`src/rtl/jtag_pkg.sv`:
```
// Shared TAP definitions: IEEE 1149.1 state codes and the next-state rule.
// Also used by the IR/DR cell modules downstream of the TAP.
package jtag_pkg;

   localparam int STATE_W = 4;

   typedef enum logic [STATE_W-1:0] {
      EX2_DR = 4'h0,
      EX1_DR = 4'h1,
      SH_DR  = 4'h2,
      PA_DR  = 4'h3,
      SEL_IR = 4'h4,
      UPD_DR = 4'h5,
      CAP_DR = 4'h6,
      SEL_DR = 4'h7,
      EX2_IR = 4'h8,
      EX1_IR = 4'h9,
      SH_IR  = 4'hA,
      PA_IR  = 4'hB,
      RTI    = 4'hC,
      UPD_IR = 4'hD,
      CAP_IR = 4'hE,
      TLR    = 4'hF
   } tap_state_e;

   function automatic tap_state_e tap_next(input tap_state_e s, input logic tms);
      case (s)
         TLR:    return tms ? TLR    : RTI;
         RTI:    return tms ? SEL_DR : RTI;
         SEL_DR: return tms ? SEL_IR : CAP_DR;
         SEL_IR: return tms ? TLR    : CAP_IR;
         CAP_DR: return tms ? EX1_DR : SH_DR;
         SH_DR:  return tms ? EX1_DR : SH_DR;
         EX1_DR: return tms ? UPD_DR : PA_DR;
         PA_DR:  return tms ? EX2_DR : PA_DR;
         EX2_DR: return tms ? UPD_DR : SH_DR;
         UPD_DR: return tms ? SEL_DR : RTI;
         CAP_IR: return tms ? EX1_IR : SH_IR;
         SH_IR:  return tms ? EX1_IR : SH_IR;
         EX1_IR: return tms ? UPD_IR : PA_IR;
         PA_IR:  return tms ? EX2_IR : PA_IR;
         EX2_IR: return tms ? UPD_IR : SH_IR;
         UPD_IR: return tms ? SEL_DR : RTI;
         default: return TLR;
      endcase
   endfunction

endpackage

```
`src/rtl/jtag_sync.sv`:
```
// Multi-flop synchronizer bringing one asynchronous JTAG pin into the ICLK domain.
// RST_VAL sets the idle level the chain presents while and after reset.
module jtag_sync #(
   parameter int   STAGES  = 2,
   parameter logic RST_VAL = 1'b0
) (
   input  logic clk,
   input  logic rst,
   input  logic d,
   output logic q
);

   logic [STAGES-1:0] sync_q;
   logic [STAGES-1:0] sync_d;

   always_comb begin
      sync_d = {sync_q[STAGES-2:0], d};
   end

   always_ff @(posedge clk) begin
      if (rst) begin
         sync_q <= {STAGES{RST_VAL}};
      end else begin
         sync_q <= sync_d;
      end
   end

   assign q = sync_q[STAGES-1];

endmodule

```
`src/rtl/jtag_tap_ctrl.sv`:
```
// IEEE 1149.1 TAP controller running entirely on ICLK, with TCK oversampled.
// Produces IR/DR cell strobes and the registered TDO.
module jtag_tap_ctrl
   import jtag_pkg::*;
#(
   parameter int SYNC_STAGES = 2
) (
   input  logic       ICLK,
   input  logic       RST,
   input  logic       TCK,
   input  logic       TMS,
   input  logic       TDI,
   input  logic       tdo_ir,
   input  logic       tdo_dr,
   output logic       tdi_s,
   output logic       TDO,
   output logic       tdo_oe,
   output logic       shift_ir,
   output logic       clk_ir,
   output logic       update_ir,
   output logic       shift_dr,
   output logic       clk_dr,
   output logic       update_dr,
   output logic [3:0] tap_state,
   output logic       test_logic_reset
);

   logic tck_s;
   logic tms_s;
   logic tdi_sync;

   jtag_sync #(.STAGES(SYNC_STAGES), .RST_VAL(1'b0)) u_sync_tck (
      .clk (ICLK),
      .rst (RST),
      .d   (TCK),
      .q   (tck_s)
   );

   // TMS idles high so a reset never lets a stray 0 walk the FSM out of TLR.
   jtag_sync #(.STAGES(SYNC_STAGES), .RST_VAL(1'b1)) u_sync_tms (
      .clk (ICLK),
      .rst (RST),
      .d   (TMS),
      .q   (tms_s)
   );

   jtag_sync #(.STAGES(SYNC_STAGES), .RST_VAL(1'b0)) u_sync_tdi (
      .clk (ICLK),
      .rst (RST),
      .d   (TDI),
      .q   (tdi_sync)
   );

   logic       tck_prev_q, tck_prev_d;
   logic       tck_rise_q, tck_rise_d;
   logic       tck_fall_q, tck_fall_d;
   tap_state_e state_q, state_d;
   logic       tdo_q, tdo_d;
   logic       tdo_oe_q, tdo_oe_d;

   always_comb begin
      tck_prev_d = tck_s;
      tck_rise_d = tck_s & ~tck_prev_q;
      tck_fall_d = ~tck_s & tck_prev_q;

      state_d = state_q;
      if (tck_rise_q) begin
         state_d = tap_next(state_q, tms_s);
      end

      // TDO launches on the falling TCK edge so the host samples it on the next rise.
      tdo_d    = tdo_q;
      tdo_oe_d = tdo_oe_q;
      if (tck_fall_q) begin
         if (state_q == SH_IR) begin
            tdo_d    = tdo_ir;
            tdo_oe_d = 1'b1;
         end else if (state_q == SH_DR) begin
            tdo_d    = tdo_dr;
            tdo_oe_d = 1'b1;
         end else begin
            tdo_oe_d = 1'b0;
         end
      end
   end

   always_ff @(posedge ICLK) begin
      if (RST) begin
         tck_prev_q <= 1'b0;
         tck_rise_q <= 1'b0;
         tck_fall_q <= 1'b0;
         state_q    <= TLR;
         tdo_q      <= 1'b0;
         tdo_oe_q   <= 1'b0;
      end else begin
         tck_prev_q <= tck_prev_d;
         tck_rise_q <= tck_rise_d;
         tck_fall_q <= tck_fall_d;
         state_q    <= state_d;
         tdo_q      <= tdo_d;
         tdo_oe_q   <= tdo_oe_d;
      end
   end

   // Strobes are masked by RST so a reset landing on a TCK edge never clocks a cell.
   assign shift_ir  = ~RST & (state_q == SH_IR);
   assign shift_dr  = ~RST & (state_q == SH_DR);
   assign clk_ir    = ~RST & tck_rise_q & ((state_q == CAP_IR) | (state_q == SH_IR));
   assign clk_dr    = ~RST & tck_rise_q & ((state_q == CAP_DR) | (state_q == SH_DR));
   assign update_ir = ~RST & tck_fall_q & (state_q == UPD_IR);
   assign update_dr = ~RST & tck_fall_q & (state_q == UPD_DR);

   assign tap_state        = state_q;
   assign test_logic_reset = RST | (state_q == TLR);
   assign TDO              = tdo_q;
   assign tdo_oe           = tdo_oe_q;
   assign tdi_s            = tdi_sync;

endmodule

```
`config.mk`:
```
export PLATFORM = sky130hd
export DESIGN_NAME = jtag_tap_ctrl
export DESIGN_NICKNAME = d
export VERILOG_FILES = /design/src/rtl/jtag_pkg.sv /design/src/rtl/jtag_sync.sv /design/src/rtl/jtag_tap_ctrl.sv
export SDC_FILE = /design/constraint.sdc
export NUM_CORES = 1
export LEC_CHECK = 0
export BUFFER_PORTS_ARGS = -buffer_cell sky130_fd_sc_hd__buf_4
export CAP_MARGIN = 10
export CELL_PAD_IN_SITES_DETAIL_PLACEMENT = 1
export CELL_PAD_IN_SITES_GLOBAL_PLACEMENT = 1
export CORE_MARGIN = 2
export CORE_UTILIZATION = 34
export DETAILED_ROUTE_END_ITERATION = 8
export PLACE_DENSITY = 0.71
export SYNTH_ARGS = -nofsm -noshare
export SYNTH_HDL_FRONTEND = slang
export SYNTH_SLANG_ARGS = --single-unit
```
`constraint.sdc`:
```
create_clock -name ICLK -period 1.7 [get_ports ICLK]
set_clock_uncertainty 0.15 [all_clocks]
set_input_delay 0.425 -clock ICLK [delete_from_list [all_inputs] [get_ports ICLK]]
set_output_delay 0.425 -clock ICLK [all_outputs]
set_load 0.05 [all_outputs]
```
==> results of run 1 <==
-- kinds of logic after synthesis --
group                  Yosys count
buffers and inverters            6
AND/OR/NAND/NOR                 32
AO/OA/AOI/OAI                   13
flip-flops                      15
multiplexers                     2
-- cells in the final DEF (no fill, tap or decap) --
master | netlist | routed
sky130_fd_sc_hd__a211o_1 | 1 | 1
sky130_fd_sc_hd__a211oi_1 | 1 | 1
sky130_fd_sc_hd__a21boi_0 | 1 | 1
sky130_fd_sc_hd__a21o_4 | 0 | 1
sky130_fd_sc_hd__a21oi_1 | 3 | 3
sky130_fd_sc_hd__a31oi_1 | 1 | 1
sky130_fd_sc_hd__and3_4 | 0 | 1
sky130_fd_sc_hd__and4bb_1 | 1 | 1
sky130_fd_sc_hd__buf_4 | 0 | 27
sky130_fd_sc_hd__buf_6 | 1 | 7
sky130_fd_sc_hd__buf_8 | 0 | 1
sky130_fd_sc_hd__clkbuf_4 | 0 | 3
sky130_fd_sc_hd__clkinv_2 | 0 | 1
sky130_fd_sc_hd__dfxtp_1 | 15 | 11
sky130_fd_sc_hd__dfxtp_2 | 0 | 1
sky130_fd_sc_hd__dfxtp_4 | 0 | 3
sky130_fd_sc_hd__inv_1 | 1 | 1
sky130_fd_sc_hd__mux2i_1 | 2 | 2
sky130_fd_sc_hd__nand2_1 | 3 | 2
sky130_fd_sc_hd__nand2_4 | 0 | 1
sky130_fd_sc_hd__nand2b_1 | 3 | 2
sky130_fd_sc_hd__nand2b_4 | 0 | 1
sky130_fd_sc_hd__nand3b_1 | 1 | 1
sky130_fd_sc_hd__nand4b_1 | 2 | 2
sky130_fd_sc_hd__nor2_1 | 7 | 5
sky130_fd_sc_hd__nor2_4 | 0 | 2
sky130_fd_sc_hd__nor2b_1 | 6 | 6
sky130_fd_sc_hd__nor3_4 | 0 | 1
sky130_fd_sc_hd__nor3b_1 | 2 | 1
sky130_fd_sc_hd__nor3b_4 | 0 | 1
sky130_fd_sc_hd__nor4_4 | 0 | 2
sky130_fd_sc_hd__o211ai_1 | 2 | 2
sky130_fd_sc_hd__o21ai_0 | 2 | 2
sky130_fd_sc_hd__o21bai_1 | 1 | 1
sky130_fd_sc_hd__or2_2 | 2 | 2
sky130_fd_sc_hd__or3b_4 | 0 | 1
-- final timing paths --
check | from | end | slack, ns | cells past startpoint
worst max register to register | tap_state[0] | TDO | 0.37 | 4
worst min register to register | u_sync_tms.sync_q[0] | u_sync_tms.sync_q[1] | 0.27 | 1
worst max-delay path | tap_state[1] | update_ir | -0.25 | 3
worst min-delay path | TMS | u_sync_tms.sync_q[0] | 0.16 | 2
-- cells in the mapped netlist (all sizes together) (2+ instances only) --
master | count | area share [%]
nor2 | 7 | 4.1
nand4b | 2 | 2.8
nor2b | 6 | 5.9
or2 | 2 | 2.0
nand2b | 3 | 3.0
buf | 5 | 4.9
o211ai | 2 | 2.4
mux2i | 2 | 3.2
nor4 | 2 | 2.0
o21ai | 2 | 1.6
a21oi | 3 | 2.4
dfxtp | 15 | 47
nor3b | 2 | 2.4
nand2 | 3 | 1.8
-- registers in the layout (all words and copies together) (netlist names) --
| signal | count |
|---|---|
| tck_rise_q | 1 |
| u_sync_tck.sync_q | 2 |
| tck_prev_q | 1 |
| u_sync_tms.sync_q | 2 |
| tck_fall_q | 1 |
| TDO | 1 |
| tap_state | 4 |
| u_sync_tdi.sync_q | 2 |
| tdo_oe | 1 |
-- layer usage --
| layer | track usage (%) | wire length [µm] |
|---|---|---|
| met1 | 18.3 | 713 |
| met2 | 30.1 | 838 |
| met3 | 4.62 | 54 |
| met4 | 5.00 | 20 |
| met5 | 0 | 0 |
-- what timing repair did --
| item | CTS | global route |
|---|---|---|
| cloned | 0 | 0 |
| setup buffers | 4 | 0 |
| resized for setup | 14 | 2 |
| pin swaps | 3 | 2 |
| endpoints found under the setup margin | 7 | 7 |
-- per-stage QoR --
stage | util [%] | setup TNS, ns | cells
finish | 61.1 | -1.15 | 127
global route | 61.1 | -1.41 | 127
CTS | 60.5 | -1.23 | 127
detailed placement | 54.3 | -0.442 | 119
global placement | 54.3 | -0.409 | 119
floorplan | - | -1.10 | 68
-- layout make-up --
class / count / area, µm² / share of cell area (%)
multi-input combinational: 47 / 394 / 37.0
sequential: 15 / 313 / 29.3
clock buffer: 3 / 22.5 / 2.11
clock inverter: 1 / 5.00 / 0.469
timing repair buffer: 35 / 297 / 27.8
tap: 25 / 31.3 / 2.93
inverter: 1 / 3.75 / 0.352
-- report_power, final --
part	leakage, nW	internal (mW)	switching [mW]	total (mW)
combinational	0.321	0.0515	0.0561	0.108
sequential	0.122	0.360	0.00852	0.368
clock	0.0177	0.0876	0.128	0.216
==> results.ini, run 1 <==
[pwr]
p_total_uw=692
power.leakage_nw=0.460
power.ir.vdd_worst_v=0.000529
powerDensity_nw_per_um2=649

[die]
chipWidth_um=47.2
row_count=15
core-area_um2=1750
initial_core_util_pct=36.3
io_pins=21
die-height_um=47.2
die_area_um2=2230

[route]
drt.antenna.violating_nets=0
routed_wirelength_um=1630
first_pass_iters=3
route.detailed.vias_per_inst=4.91
wire_per_inst_um=12.8
drt_drc_violations_left=0
via_count=624
initialDrtViolationCount=1

[cells_and_area]
nNetsFinal=110
final_layout_size_suffix_gt1_share_pct=54.9
final_cell_area_um2=1070
syn2layout_area_growth_pct=68.0
antenna_cells=0
num-fill-cells=199

[yosys]
synth_fa_ha_area_share_pct=0
syn_nets=75
main_combinational_cell_family_by_area_after_synthesis=simple AND/OR/NAND/NOR gates
yosysWarnings=0
ys_seq_area_share_pct=47.3
netlist-cell-type-count=27
syn_inst=68
synth_seq_cells=15
postSynthAreaPerCell_um2=9.33
synth-edff-count=0
synth_xor_xnor_area_share_pct=0
synth_flop_cell=sky130_fd_sc_hd__dfxtp_1
async_flop_share_pct=0
synth.mux.area_fraction_pct=3.16
synth_compound_gate_area_share_pct=13.6
synthSimpleGateAreaFrac_pct=30.4
synth.cell_area_um2=634

[timing]
timing.final.ws_setup_ns=-0.247
hold_slack_ns=0.164
maximum_clock_rate_mhz=514
timing_max_transition_violations_final=0
max-slew-margin-rel_pct=82.9
setup_viol=7
setup_repair_after_global_routing_missed_its_margin=yes
max_slew.worst_pin.slew_ns=0.255
fin_crit_sh_pct=115
timing.final.crit_period_ns=1.95
report.final.hold_viol_count=0

[critical_path]
maximum_single_stage_delay_on_the_critical_path_ns=0.36
cp_cell_sequence=nand4b_1 -> nor3b_4 -> buf_6
path_buf_inv=1
nature_of_the_critical_path_startpoint=register
critPathKind=reg -> out
critical_path.endpoint_type=primary output
crit_path_top_delay_cell=sky130_fd_sc_hd__dfxtp_4
worstPathMaxFanout=3
critical_path_required_ns=1.12
critical_path_arrival_ns=1.37
critical_path.top_delay_family=simple AND/OR/NAND/NOR gates

[placement]
buffer_ports.inserted=20
placedInstanceArea_um2=947
place.gp.congestion=0.688
preCtsSetupSlack_ns=-0.168
detailedPlacementHpwl_um=1200

[clocking]
cts_max_path_buffers=2
clk_transition_reported_paths_ns=0.10
cts_tree=done
h_tree_depth_reported_by_cts=1
tritoncts.num_buffers=3
cts_hold_buf=0
clk_latency_ns=0.29
tritoncts_num_sinks=15
clock-root-buffer=sky130_fd_sc_hd__clkbuf_4

[status]
status=finished with violations
violations=negative setup slack

[global_route]
gr-usage-all-layers_pct=16.5
grt_pass1_wl_um=2500
largest_net_degree_at_the_start_of_global_routing=10
grt_pass1_vias=586
total_global_routing_overflow=0
antenna_found_initial=0

[run]
cap_violations=0

[hold_path]
class_of_the_worst_hold_path=in -> reg

(Power assumes the default switching activity.)
==> run 2: changes to the inputs <==
--- a/config.mk
+++ b/config.mk
@@ -9,10 +9,11 @@
 export CAP_MARGIN = 10
 export CELL_PAD_IN_SITES_DETAIL_PLACEMENT = 1
 export CELL_PAD_IN_SITES_GLOBAL_PLACEMENT = 1
-export CORE_MARGIN = 2
+export CORE_MARGIN = 4
 export CORE_UTILIZATION = 34
 export DETAILED_ROUTE_END_ITERATION = 8
 export PLACE_DENSITY = 0.71
+export SETUP_SLACK_MARGIN = 0.05
 export SYNTH_ARGS = -nofsm -noshare
 export SYNTH_HDL_FRONTEND = slang
 export SYNTH_SLANG_ARGS = --single-unit
==> run 2 against run 1 <==
- the run still ends with negative setup slack left
- critical path type unchanged
- sequential power about the same
- die area grew 18%
- fmax decreased by 0.50%
- highest routed layer unchanged
- first-iteration DRC count up 100%
- design area increased by 2.1%
- utilization rose by 1.3 points
- final cell count rose by 1.6%
- worst hold slack better by 0.0038 ns
- setup slack got worse by 0.0098 ns
==> results.ini, run 2 (same netlist as run 1, synthesis figures left out) <==
[status]
status=finished with violations
violations=negative setup slack

[pwr]
power.switching_fraction_pct=26.8
p_clk_share_pct=29.9
power.sequential.fraction_pct=53.8
power.ir.vdd_worst_v=0.000509
powerDensity_nw_per_um2=631
internal_uw=503
netSwitchingPower_uw=184
comb_power_share_pct=16.3
power.leakage_nw=0.473

[critical_path]
critPathKind=reg -> out
worstPathMaxFanout=4
maximum_single_stage_delay_on_the_critical_path_ns=0.37
critical_path.endpoint_type=primary output
nature_of_the_critical_path_startpoint=register
critical_path_arrival_ns=1.38
critical_path.top_delay_family=simple AND/OR/NAND/NOR gates
regToRegSetupSlack_ns=0.30
crit_path_top_delay_cell=sky130_fd_sc_hd__dfxtp_4
path_buf_inv=1
cp_cell_sequence=nand4b_1 -> nor3b_4 -> buf_6
critical_path_required_ns=1.12

[cells_and_area]
post_layout_nonfiller_instances=129
final-seq-area_um2=313
antenna_cells=0
syn2layout_area_growth_pct=71.6
final_layout_size_suffix_gt1_share_pct=54.8
multiInputGateArea_um2=387
nNetsFinal=112
finish.utilization_pct=62.4
highest_count_cells_in_the_layout_ignoring_fill_and_taps=sky130_fd_sc_hd__buf_4, sky130_fd_sc_hd__dfxtp_1, sky130_fd_sc_hd__nor2b_1, sky130_fd_sc_hd__nor2_1, sky130_fd_sc_hd__buf_6
largest_register_ff_count=4
num-fill-cells=209
layout.cells.most_common=sky130_fd_sc_hd__buf_4

[route]
route.detailed.vias_per_inst=4.85
via_count=626
initialDrtViolationCount=2
routed_wirelength_um=1920
drt.antenna.violating_nets=0
first_pass_iters=4
wire_per_inst_um=14.9
drt_drc_violations_left=0

[clocking]
clock-root-buffer=sky130_fd_sc_hd__clkbuf_4
tritoncts.num_buffers=3
tritoncts_num_sinks=15
clk_latency_ns=0.28
cts_max_path_buffers=2
cts_tree=done
clk_transition_reported_paths_ns=0.09
h_tree_depth_reported_by_cts=1

[timing]
setup_viol=7
timing_max_transition_violations_final=0
maximum_clock_rate_mhz=511
fin_crit_sh_pct=115
timing.final.ws_setup_ns=-0.257
max_slew.worst_pin.slew_ns=0.247
timing.final.crit_period_ns=1.96
max-slew-margin-rel_pct=83.4
report.final.hold_viol_count=0
setup_repair_after_global_routing_missed_its_margin=yes

[placement]
place.gp.congestion=0.785
buffer_ports.inserted=20
detailedPlacementHpwl_um=1280
post-place-cells=117

[global_route]
grt_pass1_wl_um=3000
grt_pass1_vias=640
total_global_routing_overflow=0
largest_net_degree_at_the_start_of_global_routing=14
gr-usage-all-layers_pct=15.4
antenna_found_initial=0

[die]
die_area_um2=2620
core-area_um2=1750
initial_core_util_pct=36.3
row_count=15
io_pins=21
die-height_um=51.2
chipWidth_um=51.2

[hold_path]
class_of_the_worst_hold_path=in -> reg

[run]
cap_violations=0

run 2: stage by stage:
step	hold WS, ns	total power [mW]	cell area, µm²	TNS (ns)	setup WS (ns)
after floorplan	0.233	0.441	741	-1.10	-0.229
after global placement	0.242	0.464	932	-0.487	-0.155
after detailed placement	0.249	0.467	932	-0.561	-0.163
after CTS	0.158	0.690	1030	-1.35	-0.247
after global routing	0.167	0.724	1090	-1.79	-0.333
final	0.168	0.687	1090	-1.38	-0.257
run 2: cell type report:
class                      count  share of cell area [%]
clock inverter                 1                   0.460
clock buffer                   3                    2.07
sequential                    15                    28.7
multi-input combinational     47                    35.5
inverter                       1                   0.345
timing repair buffer          37                    30.0
tap                           25                    2.87
run 2: what timing repair did:
item | in CTS | in global routing
hold buffers | 0 | 0
endpoints found under the setup margin | 7 | 7
pin swaps | 3 | 2
gates resized for setup | 13 | 5
buffers inserted | 3 | 5
run 2: final timing paths:
check,start,endpoint,cells past startpoint
setup / recovery,tap_state[1],update_ir,3
hold / removal,TMS,u_sync_tms.sync_q[0],2
setup reg to reg,tap_state[0],tap_state[2],6
hold reg to reg,u_sync_tms.sync_q[0],u_sync_tms.sync_q[1],1
run 2: layer usage:
| layer | routed length [µm] | global-route usage, % | up-vias |
|---|---|---|---|
| met4 | 6 | 6.73 | 0 |
| met2 | 1030 | 28.3 | 14 |
| met5 | 0 | 0 | - |
| met1 | 829 | 17.1 | 299 |
| li1 | - | - | 311 |
| met3 | 60 | 2.33 | 2 |
run 2: power groups by stage:
| stage | Combinational [mW] | Sequential, mW | Clock [mW] |
|---|---|---|---|
| floorplan | 0.0538 | 0.388 | 0 |
| global placement | 0.0868 | 0.378 | 0 |
| detailed placement | 0.0887 | 0.378 | 0 |
| CTS | 0.102 | 0.370 | 0.218 |
| global route | 0.121 | 0.372 | 0.231 |
| finish | 0.112 | 0.370 | 0.206 |
